--- config.mk ---
export PLATFORM = sky130hd
export DESIGN_NAME = dl11_fifo_regs_flat
export DESIGN_NICKNAME = d
export VERILOG_FILES = /design/src/rtl/dl11_fifo_regs_if.sv /design/src/rtl/dl11_fifo_regs.sv /design/src/flat_wrapper.sv
export SDC_FILE = /design/constraint.sdc
export NUM_CORES = 1
export LEC_CHECK = 0
export BUFFER_PORTS_ARGS = -buffer_cell sky130_fd_sc_hd__buf_2
export CORE_MARGIN = 2
export CORE_UTILIZATION = 44
export CTS_BUF_LIST = sky130_fd_sc_hd__clkbuf_2 sky130_fd_sc_hd__clkbuf_4 sky130_fd_sc_hd__clkbuf_8
export DETAILED_ROUTE_END_ITERATION = 12
export PLACE_DENSITY = 0.6
export SLEW_MARGIN = 10
export SYNTH_ARGS = -nofsm -noshare
export SYNTH_HDL_FRONTEND = slang
export SYNTH_SLANG_ARGS = --single-unit
export TNS_END_PERCENT = 100
--- constraint.sdc ---
create_clock -name clk -period 2.7 [get_ports clk]
set_input_delay 0.135 -clock clk [delete_from_list [all_inputs] [get_ports clk]]
set_output_delay 0.135 -clock clk [all_outputs]
set_load 0.005 [all_outputs]
--- src/rtl/dl11_fifo_regs_if.sv ---
`default_nettype none
// ============================================================================
// Module   : dl11_fifo_regs_if
// Purpose  : Bundles the I/O-page bus and serial byte-engine handshakes of a
//            DL11-style register block.
// Revision : 1.0 - initial release
// ----------------------------------------------------------------------------
// Signals:
//   iopage_addr[12:0], data_in[15:0], iopage_rd, iopage_wr, iopage_byte_op,
//   interrupt_ack                           : CPU -> register block
//   data_out[15:0], decode, interrupt,
//   vector[7:0]                             : register block -> CPU
//   tx_data[7:0], tx_valid / tx_ready       : transmit byte handshake
//   rx_data[7:0], rx_valid                  : receive byte strobe
// Modports:
//   slave  : the register block
//   master : the CPU / serial-engine side
// ============================================================================
interface dl11_fifo_regs_if;
  logic [12:0] iopage_addr;
  logic [15:0] data_in;
  logic        iopage_rd;
  logic        iopage_wr;
  logic        iopage_byte_op;
  logic [15:0] data_out;
  logic        decode;
  logic        interrupt;
  logic        interrupt_ack;
  logic [7:0]  vector;
  logic [7:0]  tx_data;
  logic        tx_valid;
  logic        tx_ready;
  logic [7:0]  rx_data;
  logic        rx_valid;

  modport slave (
    input  iopage_addr, data_in, iopage_rd, iopage_wr, iopage_byte_op,
    input  interrupt_ack, tx_ready, rx_data, rx_valid,
    output data_out, decode, interrupt, vector, tx_data, tx_valid
  );

  modport master (
    output iopage_addr, data_in, iopage_rd, iopage_wr, iopage_byte_op,
    output interrupt_ack, tx_ready, rx_data, rx_valid,
    input  data_out, decode, interrupt, vector, tx_data, tx_valid
  );
endinterface
`default_nettype wire

--- src/rtl/dl11_fifo_regs.sv ---
`default_nettype none
// ============================================================================
// Module   : dl11_fifo_regs
// Purpose  : DL11-compatible serial line register block (RCSR, RBUF, XCSR,
//            XBUF) with receive and transmit byte FIFOs and interrupts.
// Revision : 1.0 - initial release
// ----------------------------------------------------------------------------
// Parameters:
//   BASE_ADDR     : I/O-page address of RCSR (RBUF +2, XCSR +4, XBUF +6)
//   VECTOR        : receive vector; transmit vector is VECTOR+4
//   RX_DEPTH_LOG2 : log2 of receive FIFO depth (>= 1)
//   TX_DEPTH_LOG2 : log2 of transmit FIFO depth (>= 1)
// Ports:
//   clk   : single clock
//   reset : synchronous, active-high reset
//   bus   : dl11_fifo_regs_if.slave (I/O-page bus + serial handshakes)
// Build option:
//   DL11_RX_OVERRUN_EN : adds a sticky receive-overrun flag on RBUF[15:14]
// ============================================================================
module dl11_fifo_regs #(
  parameter logic [12:0] BASE_ADDR     = 13'o17560,
  parameter logic [7:0]  VECTOR        = 8'o60,
  parameter int          RX_DEPTH_LOG2 = 4,
  parameter int          TX_DEPTH_LOG2 = 4
) (
  input  logic           clk,
  input  logic           reset,
  dl11_fifo_regs_if.slave bus
);

  localparam int c_rx_depth = 2 ** RX_DEPTH_LOG2;
  localparam int c_tx_depth = 2 ** TX_DEPTH_LOG2;
  localparam logic [RX_DEPTH_LOG2:0] c_rx_one = (RX_DEPTH_LOG2+1)'(1);
  localparam logic [TX_DEPTH_LOG2:0] c_tx_one = (TX_DEPTH_LOG2+1)'(1);

  // ---------------------------------------------------------------- state
  logic [7:0]             r_rx_mem [c_rx_depth];
  logic [7:0]             r_tx_mem [c_tx_depth];
  logic [RX_DEPTH_LOG2:0] r_rx_wptr, r_rx_rptr;
  logic [TX_DEPTH_LOG2:0] r_tx_wptr, r_tx_rptr;
  logic                   r_rd_q;
  logic                   r_rie, r_tie;
  logic [7:0]             r_xbuf;
  logic                   r_rx_cond_q, r_tx_cond_q;
  logic                   r_rx_pend, r_tx_pend;
  logic                   r_interrupt;

  // --------------------------------------------------------- address decode
  logic w_sel_rcsr, w_sel_rbuf, w_sel_xcsr, w_sel_xbuf;
  assign w_sel_rcsr = (bus.iopage_addr == BASE_ADDR);
  assign w_sel_rbuf = (bus.iopage_addr == BASE_ADDR + 13'd2);
  assign w_sel_xcsr = (bus.iopage_addr == BASE_ADDR + 13'd4);
  assign w_sel_xbuf = (bus.iopage_addr == BASE_ADDR + 13'd6);
  assign bus.decode = w_sel_rcsr | w_sel_rbuf | w_sel_xcsr | w_sel_xbuf;

  logic w_rd_rise, w_rcsr_wr, w_xcsr_wr, w_xbuf_wr;
  assign w_rd_rise = bus.iopage_rd && !r_rd_q;
  assign w_rcsr_wr = bus.iopage_wr && w_sel_rcsr;
  assign w_xcsr_wr = bus.iopage_wr && w_sel_xcsr;
  assign w_xbuf_wr = bus.iopage_wr && w_sel_xbuf;

  // ------------------------------------------------------------- RX FIFO
  logic       w_rx_empty, w_rx_full, w_rx_pop, w_rx_push, w_rx_drains;
  logic [7:0] w_rx_head;
  assign w_rx_empty = (r_rx_wptr == r_rx_rptr);
  assign w_rx_full  = (r_rx_wptr[RX_DEPTH_LOG2] != r_rx_rptr[RX_DEPTH_LOG2]) &&
                      (r_rx_wptr[RX_DEPTH_LOG2-1:0] == r_rx_rptr[RX_DEPTH_LOG2-1:0]);
  // Only the leading cycle of a (possibly long) RBUF read strobe pops.
  assign w_rx_pop   = w_sel_rbuf && w_rd_rise && !w_rx_empty;
  // A pop in the same cycle frees the slot a full FIFO would otherwise lack.
  assign w_rx_push  = bus.rx_valid && (!w_rx_full || w_rx_pop);
  assign w_rx_head  = w_rx_empty ? 8'h00 : r_rx_mem[r_rx_rptr[RX_DEPTH_LOG2-1:0]];
  // This pop takes the last byte and nothing refills it this cycle.
  assign w_rx_drains = w_rx_pop && !w_rx_push && ((r_rx_rptr + c_rx_one) == r_rx_wptr);

  always_ff @(posedge clk) begin
    if (reset) begin
      r_rx_wptr <= '0;
      r_rx_rptr <= '0;
    end else begin
      if (w_rx_push) r_rx_wptr <= r_rx_wptr + c_rx_one;
      if (w_rx_pop)  r_rx_rptr <= r_rx_rptr + c_rx_one;
    end
  end

  always_ff @(posedge clk) begin
    if (w_rx_push) r_rx_mem[r_rx_wptr[RX_DEPTH_LOG2-1:0]] <= bus.rx_data;
  end

  // ------------------------------------------------------------- TX FIFO
  logic w_tx_empty, w_tx_full, w_tx_pop, w_tx_push;
  assign w_tx_empty = (r_tx_wptr == r_tx_rptr);
  assign w_tx_full  = (r_tx_wptr[TX_DEPTH_LOG2] != r_tx_rptr[TX_DEPTH_LOG2]) &&
                      (r_tx_wptr[TX_DEPTH_LOG2-1:0] == r_tx_rptr[TX_DEPTH_LOG2-1:0]);
  assign w_tx_pop   = !w_tx_empty && bus.tx_ready;
  assign w_tx_push  = w_xbuf_wr && (!w_tx_full || w_tx_pop);
  assign bus.tx_valid = !w_tx_empty;
  assign bus.tx_data  = w_tx_empty ? 8'h00 : r_tx_mem[r_tx_rptr[TX_DEPTH_LOG2-1:0]];

  always_ff @(posedge clk) begin
    if (reset) begin
      r_tx_wptr <= '0;
      r_tx_rptr <= '0;
    end else begin
      if (w_tx_push) r_tx_wptr <= r_tx_wptr + c_tx_one;
      if (w_tx_pop)  r_tx_rptr <= r_tx_rptr + c_tx_one;
    end
  end

  always_ff @(posedge clk) begin
    if (w_tx_push) r_tx_mem[r_tx_wptr[TX_DEPTH_LOG2-1:0]] <= bus.data_in[7:0];
  end

  // -------------------------------------------------------- overrun flag
  logic [1:0] w_rbuf_hi;
`ifdef DL11_RX_OVERRUN_EN
  logic r_overrun;
  always_ff @(posedge clk) begin
    if (reset)                                  r_overrun <= 1'b0;
    else if (w_rx_pop)                          r_overrun <= 1'b0;
    else if (bus.rx_valid && w_rx_full)         r_overrun <= 1'b1;
  end
  // bit15 = error summary, bit14 = overrun; overrun is the only error source
  assign w_rbuf_hi = {r_overrun, r_overrun};
`else
  assign w_rbuf_hi = 2'b00;
`endif

  // ------------------------------------------------- control registers
  always_ff @(posedge clk) begin
    if (reset) begin
      r_rd_q <= 1'b0;
      r_rie  <= 1'b0;
      r_tie  <= 1'b0;
      r_xbuf <= 8'h00;
    end else begin
      r_rd_q <= bus.iopage_rd;
      if (w_rcsr_wr) r_rie  <= bus.data_in[6];
      if (w_xcsr_wr) r_tie  <= bus.data_in[6];
      if (w_xbuf_wr) r_xbuf <= bus.data_in[7:0];
    end
  end

  // ----------------------------------------------------------- interrupts
  logic w_rx_cond, w_tx_cond, w_rx_set, w_tx_set, w_rx_clr, w_tx_clr;
  assign w_rx_cond = r_rie && !w_rx_empty;
  assign w_tx_cond = r_tie && !w_tx_full;
  assign w_rx_set  = w_rx_cond && !r_rx_cond_q;
  assign w_tx_set  = w_tx_cond && !r_tx_cond_q;
  // An ack applies only to the vector being presented (RX has priority).
  assign w_rx_clr  = (bus.interrupt_ack && r_rx_pend) ||
                     (w_rcsr_wr && !bus.data_in[6]) || w_rx_drains;
  assign w_tx_clr  = (bus.interrupt_ack && !r_rx_pend && r_tx_pend) ||
                     (w_xcsr_wr && !bus.data_in[6]);

  always_ff @(posedge clk) begin
    if (reset) begin
      r_rx_cond_q <= 1'b0;
      r_tx_cond_q <= 1'b0;
      r_rx_pend   <= 1'b0;
      r_tx_pend   <= 1'b0;
      r_interrupt <= 1'b0;
    end else begin
      r_rx_cond_q <= w_rx_cond;
      r_tx_cond_q <= w_tx_cond;
      r_rx_pend   <= (r_rx_pend | w_rx_set) & ~w_rx_clr;
      r_tx_pend   <= (r_tx_pend | w_tx_set) & ~w_tx_clr;
      r_interrupt <= r_rx_pend | r_tx_pend;
    end
  end

  assign bus.interrupt = r_interrupt;
  assign bus.vector    = r_rx_pend ? VECTOR :
                         r_tx_pend ? (VECTOR + 8'd4) : 8'h00;

  // ------------------------------------------------------------ read mux
  always_comb begin
    bus.data_out = 16'h0000;
    if (bus.iopage_rd) begin
      if (w_sel_rcsr) bus.data_out = {8'h00, !w_rx_empty, r_rie, 6'b000000};
      if (w_sel_rbuf) bus.data_out = {w_rbuf_hi, 6'b000000, w_rx_head};
      if (w_sel_xcsr) bus.data_out = {8'h00, !w_tx_full, r_tie, 6'b000000};
      if (w_sel_xbuf) bus.data_out = {8'h00, r_xbuf};
    end
  end

  // Registers are byte-wide, so the high data byte and byte_op carry no state.
  logic w_unused;
  assign w_unused = ^{bus.iopage_byte_op, bus.data_in[15:8]};

endmodule
`default_nettype wire

--- src/flat_wrapper.sv ---
// flat-port wrapper written by rule: the top's interface ports become plain ports
module dl11_fifo_regs_flat 
#(
  parameter logic [12:0] BASE_ADDR     = 13'o17560,
  parameter logic [7:0]  VECTOR        = 8'o60,
  parameter int          RX_DEPTH_LOG2 = 4,
  parameter int          TX_DEPTH_LOG2 = 4
)
  (clk, reset, bus_iopage_addr, bus_data_in, bus_iopage_rd, bus_iopage_wr, bus_iopage_byte_op, bus_interrupt_ack, bus_tx_ready, bus_rx_data, bus_rx_valid, bus_data_out, bus_decode, bus_interrupt, bus_vector, bus_tx_data, bus_tx_valid);
  dl11_fifo_regs_if bus_i ();
  input  logic clk;
  input  logic reset;
  input wire logic [$bits(bus_i.iopage_addr)-1:0] bus_iopage_addr;
  input wire logic [$bits(bus_i.data_in)-1:0] bus_data_in;
  input wire logic [$bits(bus_i.iopage_rd)-1:0] bus_iopage_rd;
  input wire logic [$bits(bus_i.iopage_wr)-1:0] bus_iopage_wr;
  input wire logic [$bits(bus_i.iopage_byte_op)-1:0] bus_iopage_byte_op;
  input wire logic [$bits(bus_i.interrupt_ack)-1:0] bus_interrupt_ack;
  input wire logic [$bits(bus_i.tx_ready)-1:0] bus_tx_ready;
  input wire logic [$bits(bus_i.rx_data)-1:0] bus_rx_data;
  input wire logic [$bits(bus_i.rx_valid)-1:0] bus_rx_valid;
  output wire logic [$bits(bus_i.data_out)-1:0] bus_data_out;
  output wire logic [$bits(bus_i.decode)-1:0] bus_decode;
  output wire logic [$bits(bus_i.interrupt)-1:0] bus_interrupt;
  output wire logic [$bits(bus_i.vector)-1:0] bus_vector;
  output wire logic [$bits(bus_i.tx_data)-1:0] bus_tx_data;
  output wire logic [$bits(bus_i.tx_valid)-1:0] bus_tx_valid;
  assign bus_i.iopage_addr = bus_iopage_addr;
  assign bus_i.data_in = bus_data_in;
  assign bus_i.iopage_rd = bus_iopage_rd;
  assign bus_i.iopage_wr = bus_iopage_wr;
  assign bus_i.iopage_byte_op = bus_iopage_byte_op;
  assign bus_i.interrupt_ack = bus_interrupt_ack;
  assign bus_i.tx_ready = bus_tx_ready;
  assign bus_i.rx_data = bus_rx_data;
  assign bus_i.rx_valid = bus_rx_valid;
  assign bus_data_out = bus_i.data_out;
  assign bus_decode = bus_i.decode;
  assign bus_interrupt = bus_i.interrupt;
  assign bus_vector = bus_i.vector;
  assign bus_tx_data = bus_i.tx_data;
  assign bus_tx_valid = bus_i.tx_valid;
  dl11_fifo_regs #(.BASE_ADDR(BASE_ADDR), .VECTOR(VECTOR), .RX_DEPTH_LOG2(RX_DEPTH_LOG2), .TX_DEPTH_LOG2(TX_DEPTH_LOG2)) u_core (.clk(clk), .reset(reset), .bus(bus_i));
endmodule
-- Word-level counts from Yosys, hierarchy flattened
Memories as Yosys holds them, arrays and structs flattened. A register that Yosys moved wholly into a read port is not among the register bits.
Cells that the tools add are included.
- flip-flop bits (word level): 36
- bits in latches: 0
- RAM bits: 256
- memory bits (read-only): 0
- output and inout port bits: 35
- word-level logic and storage cells: 94
- memories kept: 2
- memories (name ; depth ; bits a word ; rd ports ; clocked after memory_dff ; wr ports ; line ; RTL):
    u_core.r_rx_mem ; 16 ; 8 ; 1 ; 1 ; 1 ; dl11_fifo_regs.sv:37 ; logic [7:0] r_rx_mem [c_rx_depth];
    u_core.r_tx_mem ; 16 ; 8 ; 1 ; 1 ; 1 ; dl11_fifo_regs.sv:38 ; logic [7:0] r_tx_mem [c_tx_depth];
- $add $sub $neg: 4
- multipliers: 0
- divide/modulo/power cells: 0
- magnitude comparators: 0
- eq/ne operators: 11
- shift operators: 0
- multiplexer cells: 17
- bitwise operators: 10
- reductions and logical operators: 37
- operators by type and width (operator ; count):
    $mux W8 ; 7
    $eq A13 B13 Y1 const B ; 4
    $logic_and A1 B1 Y1 ; 22
    $add A5 B1 Y5 const B ; 4
    $mux W16 ; 1
    $mux W4 ; 4
    $eq A5 B5 Y1 ; 3
    $logic_not A1 Y1 ; 10
    $eq A4 B4 Y1 ; 2
    $mux W6 ; 1
    $or A1 B1 Y1 ; 6
    $logic_or A1 B1 Y1 ; 5
    $mux W1 ; 4
    $and A1 B1 Y1 ; 2
    $ne A1 B1 Y1 ; 2
    $not A1 Y1 ; 2

-- Depth between registers and ports, before layout
- word-level depth: 12
- depth in mapped cells: 8
- gate-level depth less buffers: 6

-- Least setup slack after synthesis
OpenSTA, ideal clock, no wires.
- kind: input-to-reg
- from: input bus_iopage_addr[0]
- to: memory u_core.r_tx_mem[3][0], enable pin
- library setup time: 0.383 ns
- arrival time: 1.921 ns
- required time: 2.317 ns
- path slack: 0.395 ns
- stages: 5
- path buffers: 1
- cell sequence: nand2b_1 > or4_1 > buf_2 > a311o_1 > nor3_1
- word-level cells in the longest chain between the ends: 5
- ends and longest elaborated chain (what ; line ; RTL):
    from (decl) ; flat_wrapper.sv:13 ; input wire logic [$bits(bus_i.iopage_addr)-1:0] bus_iopage_addr;
    $eq A13 B13 Y1 ; dl11_fifo_regs.sv:53 ; assign w_sel_xbuf = (bus.iopage_addr == BASE_ADDR + 13'd6);
    $logic_and A1 B1 Y1 ; dl11_fifo_regs.sv:60 ; assign w_xbuf_wr = bus.iopage_wr && w_sel_xbuf;
    $logic_and A1 B1 Y1 ; dl11_fifo_regs.sv:96 ; assign w_tx_push = w_xbuf_wr && (!w_tx_full || w_tx_pop);
    $mux W1 ; dl11_fifo_regs.sv:111 ; if (w_tx_push) r_tx_mem[r_tx_wptr[TX_DEPTH_LOG2-1:0]] <= bus.data_in[7:0];
    $mux W1 (implied by the code) ; dl11_fifo_regs.sv:111 ;
    to (decl) ; dl11_fifo_regs.sv:38 ;
Every way passes these cells.

==> flow_metrics.py <==
metrics = {
    "yosys": {
        "synth_edf_count": 256,
        "synth_top_area_cell": "edfxtp_1",
        "synth_cells": 716,
        "synth_top_cell_area_share": 0.6264,
        "ys_types": 47,
        "synth_async_sr_flop_share": 0,
        "ys_seq_area_frac": 0.6982,
        "synth_seq_cells": 300,
        "ys_warn_count": 0,
        "syn_area_um2": 12270,
        "synth_area_leaders": "edfxtp_1 63%, mux4_2 13%, dfxtp_1 7.2%",
        "avgSynthCellArea_um2": 17.14,
        "synth_ff_type": "edfxtp_1",
    },
    "place": {
        "dp_hpwl_mm": 15.98,
        "gp_congestion": 0.8126,
        "place_inst": 1142,
        "dpl-instance-area_um2": 13080,
        "dpl_worst_slack_ps": 286.2,
        "portBuffers": 57,
    },
    "clock_network": {
        "clockBufferDepth": 3,
        "cts_made_buffers": 48,
        "worstSkewPairLatency_ps": 570,
        "ctsRootBufferMaster": "clkbuf_8",
        "cts_sinks": 300,
        "cts_htree_levels": 2,
        "clkTransAtPathRegs_ps": 60,
        "cts_tree": "done",
    },
    "cells_and_area": {
        "fin_cells": 1260,
        "final_area_um2": 14570,
        "layout_commonest_cell": "edfxtp_1",
        "utilization": 0.5272,
        "diodes": 0,
        "drive_above_1_share": 0.3197,
        "layout.nets": 904,
        "syn2layout_area_growth_pct": 18.70,
        "fill_cells": 2248,
        "final_cell_mix": "256 x edfxtp_1, 72 x mux4_2, 55 x buf_2",
    },
    "drt": {
        "route.detailed.drc": 0,
        "wl_met2_mm": 12.10,
        "drt-initial-drc-count": 734,
        "drtAntennaViolNets": 0,
        "wl_met3_mm": 1.244,
        "routed_wl_mm": 25.82,
        "vias": 6704,
        "wl_met1_mm": 12.08,
        "routedWlPerCell_um": 20.49,
        "top_layer": "met4",
        "routed_via_density": 5.321,
        "dr.pass1.iters": 5,
    },
    "worst_setup_path": {
        "path_class": "flop to primary output",
        "crit_fanout": 9,
        "cp.arrival_ps": 2530,
        "cp.required_ps": 2570,
        "endpoint_kind": "primary output",
        "critPathLaunchType": "flop",
    },
    "pwr": {
        "ir_drop_v": 0.0003963,
        "p_per_area_nw_per_um2": 613.5,
        "p_leak_nw": 4.857,
    },
    "timing": {
        "hold_viol_final": 0,
        "setup_slack_ps": 31.25,
        "setup_viol": 0,
        "maxSlewViolCount": 0,
        "rsz0062_at_grt": "true",
        "maxSlewHeadroom": 0.4471,
        "worst_pin_slew_ps": 829.4,
        "skew_ps": 31.22,
        "fin_crit_sh": 0.9884,
        "finalCriticalPeriod_ps": 2669,
        "fmax_ghz": 0.3747,
    },
    "grt": {
        "grt_pass1_vias": 6812,
        "grt_max_degree": 47,
        "antenna_found_initial": 0,
        "grtUsageTotal": 0.1814,
        "grt_pass1_wl_mm": 39.68,
        "overflow": 0,
    },
    "status": {
        "status": "completed",
    },
    "floorplan": {
        "rows": 61,
        "core_um2": 27630,
        "io_pins": 80,
        "die_w_um": 171.0,
        "dieArea_um2": 29240,
        "start_util": 0.4442,
        "fp.dieH_um": 171.0,
    },
    "run": {
        "drv_cap": 0,
    },
    "worst_hold_path": {
        "hp-class": "input pin to flop",
    },
}
==> final timing paths <==
kind	end	slack [ps]	from	cells after the start
worst min register to register	u_core.r_xbuf[3]	460	u_core.r_xbuf[3]	2
worst max-delay path	bus_data_out[4]	30	flop	7
worst min-delay path	flop	50	bus_tx_ready	4
worst max register to register	u_core.r_rx_mem[14][4]	380	u_core.r_rx_wptr[0]	7
==> area by class of cell <==
class,instances,area (µm²),share of cell area
Clock buffer,66,802.0,0.05506
Clock inverter,17,96.34,0.006614
Inverter,11,41.29,0.002835
Multi-Input combinational cell,367,3606,0.2476
Sequential cell,300,8578,0.5889
Tap cell,378,473.0,0.03247
Timing Repair Buffer,121,969.7,0.06657
==> per-stage QoR <==
stage / power, mW / TNS, ps / hold slack (ps)
detailed placement: 5.359 / 0 / 377.3
global placement: 5.347 / 0 / 354.0
finish: 8.936 / 0 / 52.38
CTS: 9.017 / -97.20 / 26.54
global route: 9.263 / -357.1 / 58.50
floorplan: 5.254 / 0 / 233.9
==> worst max-delay path, stage by stage (launching register included) <==
cell     delay (ps)
dfxtp_4         390
buf_12          150
buf_12          150
mux4_2          500
mux2_4          310
a21oi_4         180
o21ai_1         120
buf_2           160
==> routing by layer <==
metal | GRT usage | vias up
met1 | 0.2675 | 3415
met2 | 0.2830 | 210
li1 | - | 3047
met4 | 0.04348 | 0
met5 | 0 | -
met3 | 0.03169 | 32
==> synthesized netlist by cell type, drive strengths merged, types with 11 or more instances <==
library cell,number
xnor2,13
buf,29
edfxtp,256
inv,11
clkbuf,21
mux2i,16
nor2b,18
dfxtp,44
mux4,72
nor2,48
nand2,29
o21ai,16
and3,12
a21oi,28
nand3,14
==> repair_timing <==
action,in CTS,in global routing
pin swaps,0,2
cloned,4,0
resized for setup,14,38
setup endpoints to repair,14,16
hold endpoints to repair,269,0
buffers inserted,5,6
hold buffers,21,0
==> state kept, by name (all words and copies together) (netlist names), named ones only <==
register / cells
u_core.r_rx_mem: 128
u_core.r_tx_mem: 128
u_core.r_xbuf: 8
u_core.r_rx_rptr: 5
u_core.r_rx_wptr: 5
u_core.r_tx_rptr: 5
u_core.r_tx_wptr: 5
u_core.bus.interrupt: 1
u_core.r_rd_q: 1
u_core.r_rie: 1
u_core.r_rx_cond_q: 1
u_core.r_rx_pend: 1
u_core.r_tie: 1
u_core.r_tx_cond_q: 1
u_core.r_tx_pend: 1
==> kinds of logic (layout without fill, tap and decap cells) <==
| kind of cell | Yosys count | after routing | share of synthesized area |
|---|---|---|---|
| adder cells (fa/ha/maj) | 10 | 10 | 0.01020 |
| AND/OR/NAND/NOR | 167 | 167 | 0.06984 |
| flip-flops | 300 | 300 | 0.6982 |
| XOR/XNOR | 22 | 22 | 0.01570 |
| multiplexers | 98 | 98 | 0.1544 |
| AO/OA/AOI/OAI | 57 | 57 | 0.02722 |
| buffers and inverters | 61 | 215 | 0.02416 |
| other | 1 | 13 | 0.0003056 |
==> report_power, final <==
group / switching (mW) / total (mW) / leakage, nW / internal (mW)
combinational: 0.151 / 0.234 / 1.72 / 0.0827
clock: 1.71 / 3.64 / 0.476 / 1.93
sequential: 0.0119 / 5.06 / 2.66 / 5.05
(Power assumes the default switching activity.)
